$ cat config.mk
export PLATFORM = sky130hd
export DESIGN_NAME = regfile_sequencer_flat
export DESIGN_NICKNAME = d
export VERILOG_FILES = /design/src/rtl/regfile_pkg.sv /design/src/rtl/regfile_sequencer_if.sv /design/src/rtl/regfile_sequencer.sv /design/src/flat_wrapper.sv
export SDC_FILE = /design/constraint.sdc
export NUM_CORES = 1
export LEC_CHECK = 0
export CAP_MARGIN = 0
export CORE_MARGIN = 4
export CORE_UTILIZATION = 42
export CTS_CLUSTER_DIAMETER = 60
export DETAILED_ROUTE_END_ITERATION = 8
export GPL_TIMING_DRIVEN = 0
export HOLD_SLACK_MARGIN = 0.12
export PLACE_DENSITY_LB_ADDON = 0.1
export SYNTH_ARGS = -nofsm -noshare
export SYNTH_HDL_FRONTEND = slang
export SYNTH_SLANG_ARGS = --single-unit
$ cat constraint.sdc
create_clock -name clk -period 1.6 [get_ports clk]
set_clock_uncertainty 0.05 [all_clocks]
set_input_delay 0.16 -clock clk [delete_from_list [all_inputs] [get_ports clk]]
set_output_delay 0.16 -clock clk [all_outputs]
set_load 0.01 [all_outputs]
$ cat src/rtl/regfile_pkg.sv
// Shared opcode and FSM state encodings for the register-file command sequencer.
package regfile_pkg;

    typedef enum logic [1:0] {
        OP_LOAD = 2'd0,
        OP_MOV  = 2'd1,
        OP_READ = 2'd2,
        OP_RSVD = 2'd3
    } op_t;

    typedef enum logic [1:0] {
        ST_IDLE  = 2'd0,
        ST_READ  = 2'd1,
        ST_WRITE = 2'd2,
        ST_RESP  = 2'd3
    } state_t;

endpackage

$ cat src/rtl/regfile_sequencer_if.sv
// Command/response bus between a requester and the register-file sequencer.
// Handshake: a beat transfers on a rising clk edge where valid && ready are both
// high; the sender holds valid and its payload stable until that edge.
interface regfile_sequencer_if #(
    parameter int N = 8
) ();
    logic         cmd_valid;
    logic         cmd_ready;
    logic [1:0]   cmd_op;
    logic [N-1:0] cmd_src;
    logic [N-1:0] cmd_dst;
    logic [N-1:0] cmd_imm;
    logic         rsp_valid;
    logic         rsp_ready;
    logic [N-1:0] rsp_data;
    logic         rsp_err;

    modport master (
        output cmd_valid, cmd_op, cmd_src, cmd_dst, cmd_imm, rsp_ready,
        input  cmd_ready, rsp_valid, rsp_data, rsp_err
    );

    modport slave (
        input  cmd_valid, cmd_op, cmd_src, cmd_dst, cmd_imm, rsp_ready,
        output cmd_ready, rsp_valid, rsp_data, rsp_err
    );
endinterface

$ cat src/rtl/regfile_sequencer.sv
// Turns LOAD/MOV/READ commands into single-cycle register-file read/write pulses
// and returns one response per command.
module regfile_sequencer
    import regfile_pkg::*;
#(
    parameter int N = 8
) (
    input  logic                      clk,
    input  logic                      rst,
    regfile_sequencer_if.slave        bus,
    output logic                      rf_write_en,
    output logic                      rf_out_en,
    output logic [N-1:0]              rf_sel,
    output logic [N-1:0]              rf_data_in,
    input  logic [N-1:0]              rf_data_out,
    output state_t                    state
);

    localparam logic [N-1:0] SEL_LIMIT = N'(N);

    op_t          op_q;
    logic [N-1:0] src_q;
    logic [N-1:0] dst_q;
    logic [N-1:0] imm_q;
    logic [N-1:0] data_q;
    logic         rsp_valid_q;
    logic         rsp_err_q;
    logic [N-1:0] rsp_data_q;

    op_t  cmd_op;
    logic accept;
    logic cmd_bad;

    assign cmd_op        = op_t'(bus.cmd_op);
    assign bus.cmd_ready = (state == ST_IDLE) && !rst;
    assign accept        = bus.cmd_valid && bus.cmd_ready;
    assign bus.rsp_valid = rsp_valid_q;
    assign bus.rsp_err   = rsp_err_q;
    assign bus.rsp_data  = rsp_data_q;

    // Only the selects an opcode actually uses are range-checked.
    always_comb begin
        cmd_bad = 1'b0;
        case (cmd_op)
            OP_LOAD: cmd_bad = (bus.cmd_dst >= SEL_LIMIT);
            OP_MOV:  cmd_bad = (bus.cmd_src >= SEL_LIMIT) || (bus.cmd_dst >= SEL_LIMIT);
            OP_READ: cmd_bad = (bus.cmd_src >= SEL_LIMIT);
            default: cmd_bad = 1'b1;
        endcase
    end

    always_ff @(posedge clk) begin
        if (rst) begin
            state       <= ST_IDLE;
            op_q        <= OP_LOAD;
            src_q       <= '0;
            dst_q       <= '0;
            imm_q       <= '0;
            data_q      <= '0;
            rsp_valid_q <= 1'b0;
            rsp_err_q   <= 1'b0;
            rsp_data_q  <= '0;
        end else begin
            case (state)
                ST_IDLE: begin
                    if (accept) begin
                        op_q  <= cmd_op;
                        src_q <= bus.cmd_src;
                        dst_q <= bus.cmd_dst;
                        imm_q <= bus.cmd_imm;
                        if (cmd_bad) begin
                            state       <= ST_RESP;
                            rsp_valid_q <= 1'b1;
                            rsp_err_q   <= 1'b1;
                            rsp_data_q  <= '0;
                        end else if (cmd_op == OP_LOAD) begin
                            state <= ST_WRITE;
                        end else begin
                            state <= ST_READ;
                        end
                    end
                end
                ST_READ: begin
                    data_q <= rf_data_out;
                    if (op_q == OP_MOV) begin
                        state <= ST_WRITE;
                    end else begin
                        state       <= ST_RESP;
                        rsp_valid_q <= 1'b1;
                        rsp_err_q   <= 1'b0;
                        rsp_data_q  <= rf_data_out;
                    end
                end
                ST_WRITE: begin
                    state       <= ST_RESP;
                    rsp_valid_q <= 1'b1;
                    rsp_err_q   <= 1'b0;
                    rsp_data_q  <= (op_q == OP_LOAD) ? imm_q : data_q;
                end
                ST_RESP: begin
                    if (bus.rsp_ready) begin
                        state       <= ST_IDLE;
                        rsp_valid_q <= 1'b0;
                    end
                end
                default: state <= ST_IDLE;
            endcase
        end
    end

    // Register-file controls are a pure decode of registered state, so a reset
    // in READ/WRITE drops the enables on the very next cycle.
    always_comb begin
        rf_write_en = 1'b0;
        rf_out_en   = 1'b0;
        rf_sel      = '0;
        rf_data_in  = '0;
        case (state)
            ST_READ: begin
                rf_out_en = 1'b1;
                rf_sel    = src_q;
            end
            ST_WRITE: begin
                rf_write_en = 1'b1;
                rf_sel      = dst_q;
                rf_data_in  = (op_q == OP_LOAD) ? imm_q : data_q;
            end
            default: ;
        endcase
    end

endmodule

$ cat src/flat_wrapper.sv
// flat-port wrapper written by rule: the top's interface ports become plain ports
module regfile_sequencer_flat import regfile_pkg::*;
#(
    parameter int N = 8
)
  (clk, rst, rf_write_en, rf_out_en, rf_sel, rf_data_in, rf_data_out, state, bus_cmd_valid, bus_cmd_op, bus_cmd_src, bus_cmd_dst, bus_cmd_imm, bus_rsp_ready, bus_cmd_ready, bus_rsp_valid, bus_rsp_data, bus_rsp_err);
  regfile_sequencer_if #(.N(N)) bus_i ();
  input  logic clk;
  input  logic rst;
  output logic rf_write_en;
  output logic rf_out_en;
  output logic [N-1:0] rf_sel;
  output logic [N-1:0] rf_data_in;
  input  logic [N-1:0] rf_data_out;
  output state_t state;
  input wire logic [$bits(bus_i.cmd_valid)-1:0] bus_cmd_valid;
  input wire logic [$bits(bus_i.cmd_op)-1:0] bus_cmd_op;
  input wire logic [$bits(bus_i.cmd_src)-1:0] bus_cmd_src;
  input wire logic [$bits(bus_i.cmd_dst)-1:0] bus_cmd_dst;
  input wire logic [$bits(bus_i.cmd_imm)-1:0] bus_cmd_imm;
  input wire logic [$bits(bus_i.rsp_ready)-1:0] bus_rsp_ready;
  output wire logic [$bits(bus_i.cmd_ready)-1:0] bus_cmd_ready;
  output wire logic [$bits(bus_i.rsp_valid)-1:0] bus_rsp_valid;
  output wire logic [$bits(bus_i.rsp_data)-1:0] bus_rsp_data;
  output wire logic [$bits(bus_i.rsp_err)-1:0] bus_rsp_err;
  assign bus_i.cmd_valid = bus_cmd_valid;
  assign bus_i.cmd_op = bus_cmd_op;
  assign bus_i.cmd_src = bus_cmd_src;
  assign bus_i.cmd_dst = bus_cmd_dst;
  assign bus_i.cmd_imm = bus_cmd_imm;
  assign bus_i.rsp_ready = bus_rsp_ready;
  assign bus_cmd_ready = bus_i.cmd_ready;
  assign bus_rsp_valid = bus_i.rsp_valid;
  assign bus_rsp_data = bus_i.rsp_data;
  assign bus_rsp_err = bus_i.rsp_err;
  regfile_sequencer #(.N(N)) u_core (.clk(clk), .rst(rst), .bus(bus_i), .rf_write_en(rf_write_en), .rf_out_en(rf_out_en), .rf_sel(rf_sel), .rf_data_in(rf_data_in), .rf_data_out(rf_data_out), .state(state));
endmodule
==> results of run 1 <==
[how the worst min path moves through the flow]
stage / start / to / slack [ns] / cells after the start
final: bus_cmd_op[1] / u_core.op_q[1] / 0.17 / 3
after global placement: u_core.dst_q[4] / u_core.dst_q[4] / 0.41 / 2
after global routing: bus_cmd_op[1] / u_core.op_q[1] / 0.18 / 3
after floorplan: bus_cmd_op[1] / u_core.op_q[1] / 0.22 / 2
after CTS: bus_cmd_src[0] / u_core.src_q[0] / 0.35 / 3
after detailed placement: u_core.bus.rsp_data[7] / u_core.bus.rsp_data[7] / 0.42 / 2
[timing repair]
item / CTS / global route
gates resized for setup: 148 / 67
endpoints found under the hold margin: 0 / 0
endpoints found under the setup margin: 65 / 55
gates cloned: 2 / 6
setup buffers: 12 / 6
pin swaps: 14 / 16
[cells in the mapped netlist, types with 2 or more instances]
cell                        number  area [µm²]
sky130_fd_sc_hd__and3_1          2       12.51
sky130_fd_sc_hd__nor2_1         13       48.80
sky130_fd_sc_hd__nor3_1          2       10.01
sky130_fd_sc_hd__o2111ai_1       8       70.07
sky130_fd_sc_hd__a21boi_1        4       30.03
sky130_fd_sc_hd__buf_2           6       30.03
sky130_fd_sc_hd__a21oi_1        20       100.1
sky130_fd_sc_hd__nand3_1         2       10.01
sky130_fd_sc_hd__o21ai_0        42       210.2
sky130_fd_sc_hd__inv_1           4       15.01
sky130_fd_sc_hd__dfxtp_1        46       920.9
sky130_fd_sc_hd__ha_1            6       75.07
sky130_fd_sc_hd__clkbuf_1       11       41.29
sky130_fd_sc_hd__nor2b_1        11       68.82
sky130_fd_sc_hd__nand2b_1       27       168.9
sky130_fd_sc_hd__a22oi_1         8       60.06
sky130_fd_sc_hd__a21boi_0        4       30.03
sky130_fd_sc_hd__nand2_1        37       138.9
sky130_fd_sc_hd__and2_1          9       56.30
[final cells by class]
cell class | instances | area, µm²
Buffer | 18 | 221.5
Clock inverter | 3 | 43.79
Inverter | 5 | 27.53
Tap cell | 70 | 87.58
Timing Repair Buffer | 93 | 918.4
Sequential cell | 46 | 929.6
Multi-Input combinational cell | 210 | 1590
Fill cell | 361 | 1285
Clock buffer | 5 | 68.82
[layer usage]
layer	wire, µm	global-route usage	up-vias
met1	3143	0.2702	1187
met4	87	0.05405	0
met5	0	0	-
li1	-	-	1179
met3	488	0.04167	9
met2	3878	0.3526	82
[through the flow]
| stage | instance area [µm²] | std cells |
|---|---|---|
| 6_report | 3887 | 450 |
| 5_1_grt | 3887 | 450 |
| 4_1_cts | 3530 | 438 |
| 3_5_place_dp | 3072 | 418 |
| 3_3_place_gp | 3072 | 418 |
| 2_1_floorplan | 2303 | 280 |
[sequential cells by signal (all words and copies together), names as in the netlist]
register,cells
u_core.bus.rsp_data,8
u_core.bus.rsp_err,1
u_core.bus.rsp_valid,1
u_core.data_q,8
u_core.dst_q,8
u_core.imm_q,8
u_core.op_q,2
u_core.src_q,8
u_core.state,2
[critical path: cells and delay by family, from the launching register on]
| family | cells | cell delay (ns) |
|---|---|---|
| simple gates | 1 | 0.15 |
| fa+ha+maj | 1 | 0.34 |
| flops | 1 | 0.40 |
| buf+inv | 3 | 0.46 |
[cell families (layout without fill, tap and decap cells)]
family                     after synthesis  in the layout  share of synthesized area
and+or+nand+nor                        108            109                     0.2488
AOI/OAI and AO/OA                       95             95                     0.2615
DFF                                     46             46                     0.4069
buffers and inverters                   25            124                    0.04975
adders and majority gates                6              6                    0.03317
[power groups by stage]
stage / Clock (mW) / Combinational [mW] / Sequential (mW)
5_1_grt: 0.952 / 3.03 / 1.60
2_1_floorplan: 0 / 1.00 / 1.57
3_5_place_dp: 0 / 1.67 / 1.57
4_1_cts: 0.898 / 2.37 / 1.55
3_3_place_gp: 0 / 1.64 / 1.56
6_report: 0.894 / 2.87 / 1.57
==> summary.md, run 1 <==
| Metric | Value |
|---|---|
| Total CTS buffers | `5` |
| Detail Placement HPWL | `4660 µm` |
| Worst-case clock buffer depth | `2` |
| Inserted Diodes | `0` |
| Capture instance of the worst register-to-register path | `u_core.bus.rsp_data[5]` |
| Share of power burned in combinational logic | `0.538` |
| Max H-tree Level | `2` |
| Number of buffers inserted by port buffering | `68` |
| Number of endpoints with negative hold slack in the final report | `0` |
| Total Die Area | `6628 µm²` |
| First DRT Iteration DRCs | `177` |
| Unrepaired setup endpoints after global routing | `true` |
| DRC Markers | `0` |
| Overflow left after global routing | `0` |
| CTS tree | `yes` |
| Kind of start point of the critical path | `register` |
| Fin. max-slew vios | `0` |
| Category of the worst setup path capture point | `output port` |
| Top library cells by usage in the layout, fill and taps aside | `sky130_fd_sc_hd__clkdlybuf4s50_1, sky130_fd_sc_hd__dfxtp_1, sky130_fd_sc_hd__nand2_1` |
| Count of pins on the block boundary | `69` |
| Largest net degree at the start of global routing | `16` |
| Cell chain of the critical path | `clkinvlp_4 -> ha_4 -> clkbuf_16 -> nor2b_1 -> buf_2` |
| Post-route fraction of the period consumed by the critical path | `1.161` |
| Pre-CTS setup slack | `-0.6689 ns` |
| Count of nets left with antenna violations after detail routing | `0` |
| Register area share after synthesis | `0.4069` |
| Initial antenna violation count | `0` |
| Most common library cell in the layout ignoring fill and taps | `sky130_fd_sc_hd__clkdlybuf4s50_1` |
| Async set-reset flop share out of synthesis | `0` |
| Final core utilization | `0.7516` |
| Path category of the worst min-delay check | `in -> reg` |
| Number of global-route vias before repair | `2233` |
| Cell count after synthesis | `280` |
| Min Hold Slack | `0.1731 ns` |
| Height of the chip | `81.41 µm` |
| Int Pwr | `3.390 mW` |
| Total core area | `5172 µm²` |
| Post-synth EDFFs | `0` |
| Yosys Warn Count | `0` |
| Setup-failing EPs final | `25` |
| Wire per inst | `16.88 µm` |
| Clock latency on the worst-skew pair | `0.30 ns` |
| Final RePlAce weighted congestion | `0.8258` |
| Starting utilization of the core area | `0.4376` |
| Max-slew headroom at the worst pin | `0.6925` |
| Violated checks | `negative setup slack` |
| Clock-pin slew reported for the worst setup and hold paths after clock tree synthesis | `0.09 ns` |
| Register-to-Register Path Depth | `7` |
| Maximum clock frequency | `538.5 MHz` |
| Total routing usage reported by global routing | `0.2083` |
| Maximum net fanout on the critical path | `5` |
| Synthesis-to-layout area growth | `71.75%` |
| Cell area after synthesis | `2263 µm²` |
| Post-synthesis area per instance | `8.084 µm²` |
| Clock period minus final worst setup slack | `1.857 ns` |
| Worst setup path category | `reg -> out` |
| Die span in x | `81.41 µm` |
| Crit path launch | `u_core.state[0]` |
| Cell with the largest stage delay on the worst path | `sky130_fd_sc_hd__dfxtp_4` |
| Post-detailed-route via-to-cell ratio | `5.460` |
| Hold buffers post-CTS | `0` |
| Slack of the worst reg-to-reg path | `-0.10 ns` |
| Sinks on Clock Net | `46` |
| Share of post-route cells with drive strength above 1 | `0.3316` |
| Arrival time at the worst endpoint | `1.65 ns` |
| First-pass GRT wire length | `10670 µm` |
| Minimum setup slack in the final design | `-0.2570 ns` |
| Relative contribution of sequential cells to total power | `0.294` |
| Proportion of power drawn by the clock network | `0.168` |
| Std-Cell Rows | `26` |
| IR Drop Worst-Case VDD | `1.106 mV` |
| Total number of vias | `2457` |
| Run status | `complete, but fails checks` |
| Tightest Pin Transition | `0.4564 ns` |
| Final net count | `423` |
| Peak per-stage delay on the critical path | `0.40 ns` |
| Setup TNS after final layout | `-3.437 ns` |
| Synth Register Bits | `46` |
| Reg-to-reg startpoint | `u_core.state[0]` |
| Switching Share | `0.3641` |
| Ys flop type | `sky130_fd_sc_hd__dfxtp_1` |
| Net count of the mapped netlist | `324` |
| Leakage power summed over all cells | `1.434 nW` |
| Aggregate routed wire length | `7598 µm` |
| Critical path capture point | `rf_sel[4]` |
| Power density normalized to cell area | `1371 nW/µm²` |
| Number of iterations in the first detailed-routing pass | `4` |
| PnR Total Power | `5.330 mW` |
| Switching power of the nets | `1.941 mW` |
| Unique masters post-synth | `37` |
| Library cell used as clock root buffer | `sky130_fd_sc_hd__clkbuf_8` |
| Crit path required time | `1.39 ns` |
| Max-cap check violation count | `0` |
Power figures use the tool's default switching activity.
==> inputs of run 2 (changes only) <==
- SLEW_MARGIN: not set -> 5
==> results of run 2 <==
Same layout as run 1: the final DEF is identical, and so are final timing and power.
